<file path="src/rtl/width_cast_serializer.sv">
// ---------------------------------------------------------------------------
// width_cast_serializer
//
// Purpose: narrows one IN_W-bit word into N = IN_W/OUT_W chunks of OUT_W bits
//          and streams them out one chunk per accepted beat, with valid/ready
//          handshakes on both sides. A new word can be loaded on the same
//          edge that the last chunk of the previous word leaves, so sustained
//          throughput is one chunk per cycle.
//
// Build option: define WIDTH_CAST_SERIALIZER_MSB_FIRST_EN to emit the most
//               significant chunk first. The default build emits LSB-first.
//               Handshake and timing are identical in both builds.
//
// Parameters:
//   IN_W       input word width (must be an integer multiple of OUT_W)
//   OUT_W      output chunk width
//
// Ports:
//   clk        clock
//   rst_n      asynchronous active-low reset
//   in_valid   upstream word present
//   in_ready   block accepts a word this cycle (combinational)
//   in_data    word to narrow
//   out_valid  chunk present
//   out_ready  downstream accepts chunk
//   out_data   current chunk
//   out_last   current chunk is the final beat of its word
//   busy       a word is held (same as out_valid)
// ---------------------------------------------------------------------------
module width_cast_serializer #(
   parameter int IN_W  = 32,
   parameter int OUT_W = 4
) (
   input  logic             clk,
   input  logic             rst_n,
   input  logic             in_valid,
   output logic             in_ready,
   input  logic [IN_W-1:0]  in_data,
   output logic             out_valid,
   input  logic             out_ready,
   output logic [OUT_W-1:0] out_data,
   output logic             out_last,
   output logic             busy
);

   localparam int N  = IN_W / OUT_W;
   // A single-beat word still needs a 1-bit counter so the port widths stay legal.
   localparam int BW = (N > 1) ? $clog2(N) : 1;

   typedef enum logic {
      IDLE = 1'b0,
      SEND = 1'b1
   } state_t;

   state_t           state_q, state_d;
   logic [BW-1:0]    beat_q,  beat_d;
   logic [IN_W-1:0]  hold_q,  hold_d;

   logic last_beat;
   logic in_xfer;
   logic out_xfer;

   assign last_beat = (beat_q == BW'(N - 1));

   // Ready when empty, or when the final chunk is leaving this very cycle,
   // which lets the next word replace it without a bubble.
   assign in_ready  = (state_q == IDLE) |
                      ((state_q == SEND) & out_ready & last_beat);
   assign out_valid = (state_q == SEND);
   assign busy      = out_valid;
   assign out_last  = out_valid & last_beat;

   assign in_xfer   = in_valid & in_ready;
   assign out_xfer  = out_valid & out_ready;

   // Chunk select written as a compare-and-pick mux so every slice index
   // is a constant; beat never exceeds N-1, so exactly one arm matches.
   always_comb begin
      out_data = '0;
      for (int i = 0; i < N; i++) begin
         if (beat_q == BW'(i)) begin
`ifdef WIDTH_CAST_SERIALIZER_MSB_FIRST_EN
            out_data = hold_q[(N-1-i)*OUT_W +: OUT_W];
`else
            out_data = hold_q[i*OUT_W +: OUT_W];
`endif
         end
      end
   end

   always_comb begin
      state_d = state_q;
      beat_d  = beat_q;
      hold_d  = hold_q;
      // A load wins over everything: it can only coincide with an output
      // transfer when that transfer is the last beat of the held word.
      if (in_xfer) begin
         hold_d  = in_data;
         beat_d  = '0;
         state_d = SEND;
      end else if (out_xfer) begin
         if (last_beat) begin
            state_d = IDLE;
            beat_d  = '0;
         end else begin
            beat_d  = beat_q + BW'(1);
         end
      end
   end

   always_ff @(posedge clk or negedge rst_n) begin
      if (!rst_n) begin
         state_q <= IDLE;
         beat_q  <= '0;
         hold_q  <= '0;
      end else begin
         state_q <= state_d;
         beat_q  <= beat_d;
         hold_q  <= hold_d;
      end
   end

endmodule

</file>
<file path="config.mk">
export PLATFORM = sky130hd
export DESIGN_NAME = width_cast_serializer
export DESIGN_NICKNAME = d
export VERILOG_FILES = /design/src/rtl/width_cast_serializer.sv
export SDC_FILE = /design/constraint.sdc
export NUM_CORES = 1
export LEC_CHECK = 0
export CORE_UTILIZATION = 45
export DETAILED_ROUTE_END_ITERATION = 16
export PLACE_DENSITY = 0.76
export SLEW_MARGIN = 5
export SYNTH_ARGS = -nofsm -noshare
export SYNTH_HDL_FRONTEND = slang
export SYNTH_SLANG_ARGS = --single-unit
</file>
<file path="constraint.sdc">
create_clock -name clk -period 1.7 [get_ports clk]
set_input_delay 0.17 -clock clk [delete_from_list [all_inputs] [get_ports clk]]
set_output_delay 0.17 -clock clk [all_outputs]
set_load 0.02 [all_outputs]
</file>
==> results of run 1 <==
==> state kept, by name (all words and copies together), names as in the netlist <==
name    flops
busy        1
beat_q      3
hold_q     32
==> power by group through the flow <==
| stage | sequential [W] | clock, W | combinational (W) |
|---|---|---|---|
| after floorplan | 0.00148 | 0 | 0.00194 |
| after global placement | 0.00158 | 0 | 0.00284 |
| after detailed placement | 0.00160 | 0 | 0.00296 |
| after CTS | 0.00162 | 0.000642 | 0.00336 |
| after global routing | 0.00168 | 0.000689 | 0.00365 |
| final | 0.00164 | 0.000629 | 0.00348 |
==> layer usage <==
metal / vias to the layer above / track usage [%] / part of all wire [%]
met2: 74 / 51.64 / 53
met5: - / 0 / 0
met3: 21 / 6.336 / 5.3
li1: 755 / - / -
met4: 0 / 15.69 / 3.3
met1: 854 / 33.94 / 38
==> kinds of logic (layout without fill, tap and decap cells) <==
logic type	after synthesis	after routing	share of synthesized area, %
multiplexers	33	33	19.68
buffers and inverters	23	102	5.784
adder cells (fa/ha/maj)	6	6	3.989
AO/OA/AOI/OAI	36	36	13.96
AND/OR/NAND/NOR	35	35	8.711
flip-flops	36	36	47.87
==> final cells by class <==
| class | instances | share of cell area [%] |
|---|---|---|
| timing repair buffer | 83 | 26.51 |
| multi-input combinational | 110 | 39.42 |
| clock inverter | 2 | 0.3083 |
| tap | 50 | 1.927 |
| inverter | 11 | 1.387 |
| clock buffer | 6 | 2.543 |
| sequential | 36 | 27.90 |
==> layout by cell type (no fill, tap or decap), types with 2 or more instances in the layout <==
master                            instances
sky130_fd_sc_hd__a2111oi_4                4
sky130_fd_sc_hd__a211oi_2                 4
sky130_fd_sc_hd__a21oi_1                 12
sky130_fd_sc_hd__a221oi_2                 4
sky130_fd_sc_hd__a22o_1                   5
sky130_fd_sc_hd__buf_12                   7
sky130_fd_sc_hd__buf_4                   28
sky130_fd_sc_hd__buf_6                   10
sky130_fd_sc_hd__clkbuf_8                 6
sky130_fd_sc_hd__clkdlybuf4s50_1         37
sky130_fd_sc_hd__clkinv_2                 2
sky130_fd_sc_hd__dfrtp_1                 32
sky130_fd_sc_hd__dfrtp_2                  4
sky130_fd_sc_hd__ha_4                     6
sky130_fd_sc_hd__inv_1                    8
sky130_fd_sc_hd__inv_2                    2
sky130_fd_sc_hd__mux2_4                  32
sky130_fd_sc_hd__nand2_1                  2
sky130_fd_sc_hd__nand2_4                  2
sky130_fd_sc_hd__nand3_1                  6
sky130_fd_sc_hd__nor2_1                  15
sky130_fd_sc_hd__nor2b_1                  3
sky130_fd_sc_hd__nor2b_2                  2
sky130_fd_sc_hd__o21ai_0                  2
sky130_fd_sc_hd__o31ai_4                  4
==> how the worst max path moves through the flow <==
stage,from,to,slack [ns]
final,beat_q[1]$_DFFE_PN0P_,out_data[2],-0.61
after global routing,beat_q[1]$_DFFE_PN0P_,out_data[2],-0.69
after CTS,beat_q[1]$_DFFE_PN0P_,out_data[2],-0.59
after detailed placement,beat_q[1]$_DFFE_PN0P_,out_data[2],-0.77
after global placement,beat_q[1]$_DFFE_PN0P_,out_data[0],-0.73
after floorplan,beat_q[0]$_DFFE_PN0P_,out_data[2],-0.26
==> Yosys cell counts <==
cell type / instances
sky130_fd_sc_hd__o31ai_1: 4
sky130_fd_sc_hd__buf_2: 6
sky130_fd_sc_hd__a221oi_1: 4
sky130_fd_sc_hd__mux2i_1: 1
sky130_fd_sc_hd__ha_1: 6
sky130_fd_sc_hd__mux2_1: 32
sky130_fd_sc_hd__a2111oi_0: 1
sky130_fd_sc_hd__nand2_1: 5
sky130_fd_sc_hd__nand2b_1: 1
sky130_fd_sc_hd__nand3_1: 6
sky130_fd_sc_hd__and2_1: 1
sky130_fd_sc_hd__a22o_1: 5
sky130_fd_sc_hd__nor2b_1: 6
sky130_fd_sc_hd__a32o_1: 1
sky130_fd_sc_hd__buf_4: 2
sky130_fd_sc_hd__inv_1: 11
sky130_fd_sc_hd__buf_6: 1
sky130_fd_sc_hd__dfrtp_1: 36
sky130_fd_sc_hd__a211oi_1: 4
sky130_fd_sc_hd__a21oi_1: 12
sky130_fd_sc_hd__o21ai_0: 2
sky130_fd_sc_hd__or2_4: 1
sky130_fd_sc_hd__clkbuf_1: 3
sky130_fd_sc_hd__nor2_1: 15
sky130_fd_sc_hd__a2111oi_2: 1
sky130_fd_sc_hd__a2111oi_1: 2
==> repair_timing <==
item	in CTS	in global routing
cloned	3	0
endpoints found under the setup margin	38	40
pin swaps	12	3
setup buffers	5	4
resized for setup	68	15
==> worst register-to-register path, delay by kind of cell (launching register included) <==
family,cells,cell delay (ns)
DFF,1,0.47
adders and majority gates,2,0.38
buffers and inverters,3,0.38
muxes,1,0.30
and+or+nand+nor,3,0.24
==> metrics by stage <==
step	hold WS, ns	total power (W)
after global placement	0.4822	0.004419
after floorplan	-0.1256	0.003417
after detailed placement	0.4943	0.004563
after CTS	0.3042	0.005619
after global routing	0.3558	0.006014
final	0.2966	0.005748
==> results.txt, run 1 <==
----------------------------------------------------
[Routing]
  Aggregate routed wire length ... between 6 and 7 mm
  DRC violations left ... 0
  Detailed Route Iter0 Violations ... ~110
  Remaining number of nets flagged by the antenna check after routing ... 0
  Number of optimization iterations in the first detailed-route pass ... 4
  WL per Instance ... 20.17 µm
  Vias after detailed routing ... 1,704
  Average via count per standard cell ... between 5 and 6

[Setup path]
  Startpoint of the worst register-to-register path ... beat_q[1]$_DFFE_PN0P_
  Worst setup slack for register-to-register paths ... -0.19 ns
  Worst Setup Start Kind ... flip-flop
  Reg-to-reg endpoint ... hold_q[21]$_DFFE_PN0N_
  Category of the worst setup path capture point ... output pin
  Required time of the critical path ... ~1.5 ns
  WP depth ... 9
  Largest delay contributor family on the critical path ... compound AO/OA/AOI/OAI gates
  Crit path max-delay cell type ... sky130_fd_sc_hd__dfrtp_2
  Arrival time worst endpoint ... around 2.1 ns
  Critical path type ... reg2out
  FF-to-FF path depth ... 9
  Count of buffer and inverter cells on the critical path ... 3
  Longest individual stage delay on the worst path ... 0.45 ns
  Critical-path cell list ... ha_4, ha_4, buf_6, nor2b_4, a22o_1, a221oi_2, buf_4, o31ai_4, buf_6
  CP Max Fanout ... 6

[Floorplanning]
  Die extent in x ... between 60 and 70 µm
  Area of the placeable core ... roughly 4000 µm²
  Overall die height ... 66.67 µm
  Count of boundary I/O pins ... 44
  Initial core utilization ... between 40% and 50%
  Std-Cell Rows ... 23
  Die outline area ... ~4400 µm²

[Power and ir drop]
  Proportion of total power due to net switching ... between 30% and 40%
  Power density relative to cell area ... around 1800 nW/µm²
  Max rail drop VDD ... between 0.0009 and 0.001 V
  Internal ... between 0.003 and 0.004 W
  Leakage power total ... 1.507 nW
  Sequential group share of total power ... around 28%
  Power spent charging and discharging nets ... approximately 0.0022 W
  Clock share of power ... between 10% and 20%
  Combinational group share of total power ... between 60% and 70%

[Clock network]
  Clock buffer count from CTS ... 5
  Number of buffers inserted for hold repair after clock tree synthesis ... 0
  Largest buffer count on any clock path ... 2
  Clock sink total ... 36
  TritonCTS clock tree ... yes
  Level count of the clock H-tree ... 2
  CTS Root Buffer Type ... sky130_fd_sc_hd__clkbuf_8
  Clk Latency, worst-skew pair ... 0.29 ns
  Reg clk slew, reported paths ... around 0.070 ns

[STA]
  Slew headroom ... 63.42%
  Achievable Freq ... 432.8 MHz
  Final total negative setup slack ... -5.760 ns
  Post-route minimum period ... 2.310 ns
  Post-route clock period utilization ... 135.9%
  Smallest setup slack after layout ... -0.6103 ns
  Clk_skew ... ~0.0054 ns
  Worst Tran Pin Value ... ~0.55 ns
  Hold Vio Cnt, Final ... 0
  Final-report setup violation count ... 37
  Final Max Slew Viols ... 0
  Unrepaired setup endpoints after global routing ... true

[Min path]
  Min-delay worst type ... in2async

[Global route]
  Global-route usage over all layers ... slightly below 30%
  GR Overflow Total ... 0
  Wire length of the first global-routing pass ... 9.384 mm
  Number of global-route vias before repair ... between 1,500 and 2,000
  Largest net degree at the start of global routing ... 37
  Initial antenna violation count ... 0

[Flow run]
  Max Cap Viol ... 0

[Final layout]
  Number of filler instances in the final layout ... 218
  Area used by sequential logic in the layout ... between 900 and 1000 µm²
  Nets ... slightly below 300
  Fraction of final layout cells sized beyond drive strength 1 ... approximately 50%
  Non-filler instance count after layout ... a little under 300
  P&R area growth vs syn ... 72.54%
  Final core utilization ... about four fifths
  Final design area excluding fillers ... approximately 3200 µm²
  Area of the multi-input gates ... 1280 µm²
  Number of antenna cells inserted ... 0

[Logic synthesis]
  Syn_area_per_cell ... around 11 µm²
  Sequential element share of the synthesized area ... ~48%
  Number of register bits inferred by synthesis ... 36
  Cells taking the most area after synthesis ... sky130_fd_sc_hd__dfrtp_1 (48%), sky130_fd_sc_hd__mux2_1 (19%), sky130_fd_sc_hd__ha_1 (4.0%)
  Top cell type's share of synthesized area ... between 40% and 50%
  Cells after synthesis ... 169
  Cell type with the highest aggregate area in the netlist ... sky130_fd_sc_hd__dfrtp_1
  Syn_nets ... 211
  Number of different library cells in the post-synthesis netlist ... 26
  Cell area after synthesis ... approximately 1900 µm²
  Total number of yosys warnings ... 0

[Status]
  Result of the run ... finished with violations
  Violations in the final reports ... setup timing

[Place]
  Last weighted congestion value of the routability-driven placer ... between 0.8 and 0.9
  Post-DP HPWL ... 3.818 mm
  Number of placed instances, taps included ... 282
  Port bufs ... 43
  Placement Setup Slack ... -0.7700 ns
  Placed Instance Area ... 2865 µm²

----------------------------------------------------
Note: power is estimated with default switching activity, not from simulation.
==> run 2: changes to the inputs <==
--- a/config.mk
+++ b/config.mk
@@ -6,6 +6,7 @@
 export NUM_CORES = 1
 export LEC_CHECK = 0
 export CORE_UTILIZATION = 45
+export CTS_BUF_LIST = sky130_fd_sc_hd__clkbuf_16
 export DETAILED_ROUTE_END_ITERATION = 16
 export PLACE_DENSITY = 0.76
 export SLEW_MARGIN = 5
==> constraint.sdc (replaced) <==
create_clock -name clk -period 1.7 [get_ports clk]
set_input_delay 0.17 -clock clk [delete_from_list [all_inputs] [get_ports clk]]
set_output_delay 0.17 -clock clk [all_outputs]
set_load 0.1 [all_outputs]
==> results.txt, run 2 (same netlist as run 1, synthesis figures left out) <==
----------------------------------------------------
[Final layout]
  Most flops, register ... hold_q
  Area used by sequential logic in the layout ... 907.1 µm² (+0.14%)
  Commonest non-fill, non-tap cell in the layout ... sky130_fd_sc_hd__clkdlybuf4s50_1
  Number of filler instances in the final layout ... 249 (+14%)
  Area of the multi-input gates ... 1257 µm² (-1.8%)
  Nets ... 277 (-4.2%)
  Commonest cells after routing, fill and taps aside ... sky130_fd_sc_hd__clkdlybuf4s50_1 (34), sky130_fd_sc_hd__dfrtp_1 (33), sky130_fd_sc_hd__buf_4 (23), sky130_fd_sc_hd__mux2_1 (18), sky130_fd_sc_hd__nor2_1 (15)
  Fraction of final layout cells sized beyond drive strength 1 ... 38.14% (-11 points)
  Number of antenna cells inserted ... 0 (unchanged)
  P&R area growth vs syn ... 66.82%
  Final core utilization ... 78.48% (-2.7 points)
  Number of flip-flops under the largest register name ... 32 (unchanged)
  Final design area excluding fillers ... 3139 µm² (-3.3%)

[Setup path]
  Longest individual stage delay on the worst path ... 0.45 ns (about the same)
  Critical-path cell list ... buf_4, ha_4, buf_12, a2111oi_4, a211oi_2, o31ai_4, buf_12
  Startpoint of the worst setup timing path ... beat_q[0]$_DFFE_PN0P_
  Critical path type ... reg2out
  Worst Setup Start Kind ... flip-flop
  Required time of the critical path ... 1.53 ns (about the same)
  Startpoint of the worst register-to-register path ... beat_q[0]$_DFFE_PN0P_
  Category of the worst setup path capture point ... output pin
  Largest delay contributor family on the critical path ... compound AO/OA/AOI/OAI gates
  Cell seen most often among critical-path stages ... sky130_fd_sc_hd__buf_12
  Arrival time worst endpoint ... 2.11 ns (-0.03 ns)
  Count of buffer and inverter cells on the critical path ... 3 (unchanged)
  Crit path max-delay cell type ... sky130_fd_sc_hd__dfrtp_2
  CP Max Fanout ... 6 (unchanged)

[Place]
  Post-DP HPWL ... 3.598 mm (-5.7%)
  Port bufs ... 43 (unchanged)
  Last weighted congestion value of the routability-driven placer ... 0.8392 (-4.2%)
  Placed Instance Area ... 2804 µm² (-2.1%)
  Placement Setup Slack ... -0.3514 ns (+0.4187 ns)

[STA]
  Worst Tran Pin Value ... 0.9183 ns (+0.3716 ns)
  Achievable Freq ... 438.5 MHz (+1.3%)
  Unrepaired setup endpoints after global routing ... true
  Final Max Slew Viols ... 0 (unchanged)
  Smallest setup slack after layout ... -0.5807 ns (+0.02959 ns)
  Clk_skew ... 0.004017 ns (-0.001422 ns)
  Hold Vio Cnt, Final ... 0 (unchanged)
  Post-route clock period utilization ... 134.2% (-1.7 points)
  Post-route minimum period ... 2.281 ns (-0.02959 ns)
  Slew headroom ... 38.68% (-25 points)
  Final-report setup violation count ... 38 (+2.7%)
  Final total negative setup slack ... -6.836 ns (-1.076 ns)

[Clock network]
  Clock buffer count from CTS ... 5 (unchanged)
  TritonCTS clock tree ... yes
  Largest buffer count on any clock path ... 2 (unchanged)
  Number of buffers inserted for hold repair after clock tree synthesis ... 0 (unchanged)
  CTS Root Buffer Type ... sky130_fd_sc_hd__clkbuf_16
  Clk Latency, worst-skew pair ... 0.28 ns (about the same)
  Clock sink total ... 36 (unchanged)
  Reg clk slew, reported paths ... 0.05 ns (-0.02 ns)
  Level count of the clock H-tree ... 2 (unchanged)

[Min path]
  Min-delay worst type ... in2async

[Routing]
  Average via count per standard cell ... 5.643 (-1.3%)
  Detailed Route Iter0 Violations ... 86 (-25%)
  Number of optimization iterations in the first detailed-route pass ... 4 (unchanged)
  Remaining number of nets flagged by the antenna check after routing ... 0 (unchanged)
  DRC violations left ... 0 (unchanged)
  WL per Instance ... 19.23 µm (-4.7%)
  Aggregate routed wire length ... 5.499 mm (-8.5%)
  Vias after detailed routing ... 1,614 (-5.3%)

[Power and ir drop]
  Power density relative to cell area ... 2070 nW/µm² (+17%)
  Max rail drop VDD ... 0.001513 V (+62%)
  Leakage power total ... 1.365 nW (-9.5%)

[Flow run]
  Max Cap Viol ... 0 (unchanged)

[Floorplanning]
  Count of boundary I/O pins ... 44 (unchanged)
  Area of the placeable core ... 4000 µm² (unchanged)
  Die extent in x ... 66.67 µm (unchanged)
  Overall die height ... 66.67 µm (unchanged)
  Initial core utilization ... 47.04% (unchanged)
  Std-Cell Rows ... 23 (unchanged)
  Die outline area ... 4444 µm² (unchanged)

[Status]
  Violations in the final reports ... setup timing
  Result of the run ... finished with violations

[Global route]
  Global-route usage over all layers ... 28.17% (-1.6 points)
  Initial antenna violation count ... 0 (unchanged)
  Wire length of the first global-routing pass ... 8.887 mm (-5.3%)
  Largest net degree at the start of global routing ... 37 (unchanged)
  GR Overflow Total ... 0 (unchanged)
  Number of global-route vias before repair ... 1,754 (-4.4%)

----------------------------------------------------
[run 2: cell count changes in the layout (fill, tap and decap cells not counted), moves of 2 or more]
| cell | delta |
|---|---|
| sky130_fd_sc_hd__a221oi_1 | +3 |
| sky130_fd_sc_hd__a221oi_2 | -3 |
| sky130_fd_sc_hd__buf_12 | +3 |
| sky130_fd_sc_hd__buf_4 | -5 |
| sky130_fd_sc_hd__buf_6 | -10 |
| sky130_fd_sc_hd__clkbuf_16 | +5 |
| sky130_fd_sc_hd__clkbuf_8 | -6 |
| sky130_fd_sc_hd__clkdlybuf4s50_1 | -3 |
| sky130_fd_sc_hd__dfrtp_2 | -2 |
| sky130_fd_sc_hd__mux2_1 | +18 |
| sky130_fd_sc_hd__mux2_4 | -18 |
| sky130_fd_sc_hd__nand2_8 | +4 |
[run 2: per-layer routing]
| metal | up-vias | GRT usage (%) | part of all wire, % |
|---|---|---|---|
| met5 | - | 0 | 0 |
| met4 | 0 | 11.44 | 2.6 |
| met3 | 16 | 4.966 | 3.3 |
| met2 | 50 | 50.25 | 53 |
| met1 | 811 | 32.93 | 42 |
| li1 | 737 | - | - |
[run 2: per-stage QoR]
stage	hold slack [ns]	cells	total power [W]
2_1_floorplan	-0.1256	169	0.003941
3_3_place_gp	0.4790	274	0.005131
3_5_place_dp	0.4825	274	0.005242
4_1_cts	0.3352	286	0.006473
5_1_grt	0.3816	286	0.006776
6_report	0.3102	286	0.006499
[run 2: final cells by class]
| type | instances | area share [%] |
|---|---|---|
| clock buffer | 5 | 3.986 |
| clock inverter | 3 | 0.4384 |
| multi-input combinational | 113 | 40.06 |
| timing repair buffer | 68 | 23.12 |
| tap | 50 | 1.993 |
| inverter | 11 | 1.515 |
| sequential | 36 | 28.90 |
[run 2: power breakdown]
group	switching, W	leakage (nW)	internal, W	total, W
Combinational	0.00217	0.860	0.00184	0.00401
Clock	0.000328	0.0710	0.000531	0.000859
Sequential	0.000356	0.434	0.00127	0.00163
[run 2: final timing paths]
kind | endpoint | slack, ns | cells past startpoint
worst max register to register | hold_q[14]$_DFFE_PN0N_ | -0.16 | 7
worst min register to register | hold_q[20]$_DFFE_PN0N_ | 0.49 | 1
worst max-delay path | out_data[2] | -0.58 | 7
max in group asynchronous | busy$_DFFE_PN0P_ | 1.02 | 2
min in group clk | hold_q[5]$_DFFE_PN0N_ | 0.48 | 2
worst min-delay path | hold_q[27]$_DFFE_PN0N_ | 0.31 | 2
[run 2: repair_timing]
item	CTS	global route
gates cloned	3	0
pin swaps	6	0
endpoints found under the setup margin	38	39
resized for setup	30	2
buffers inserted	1	0
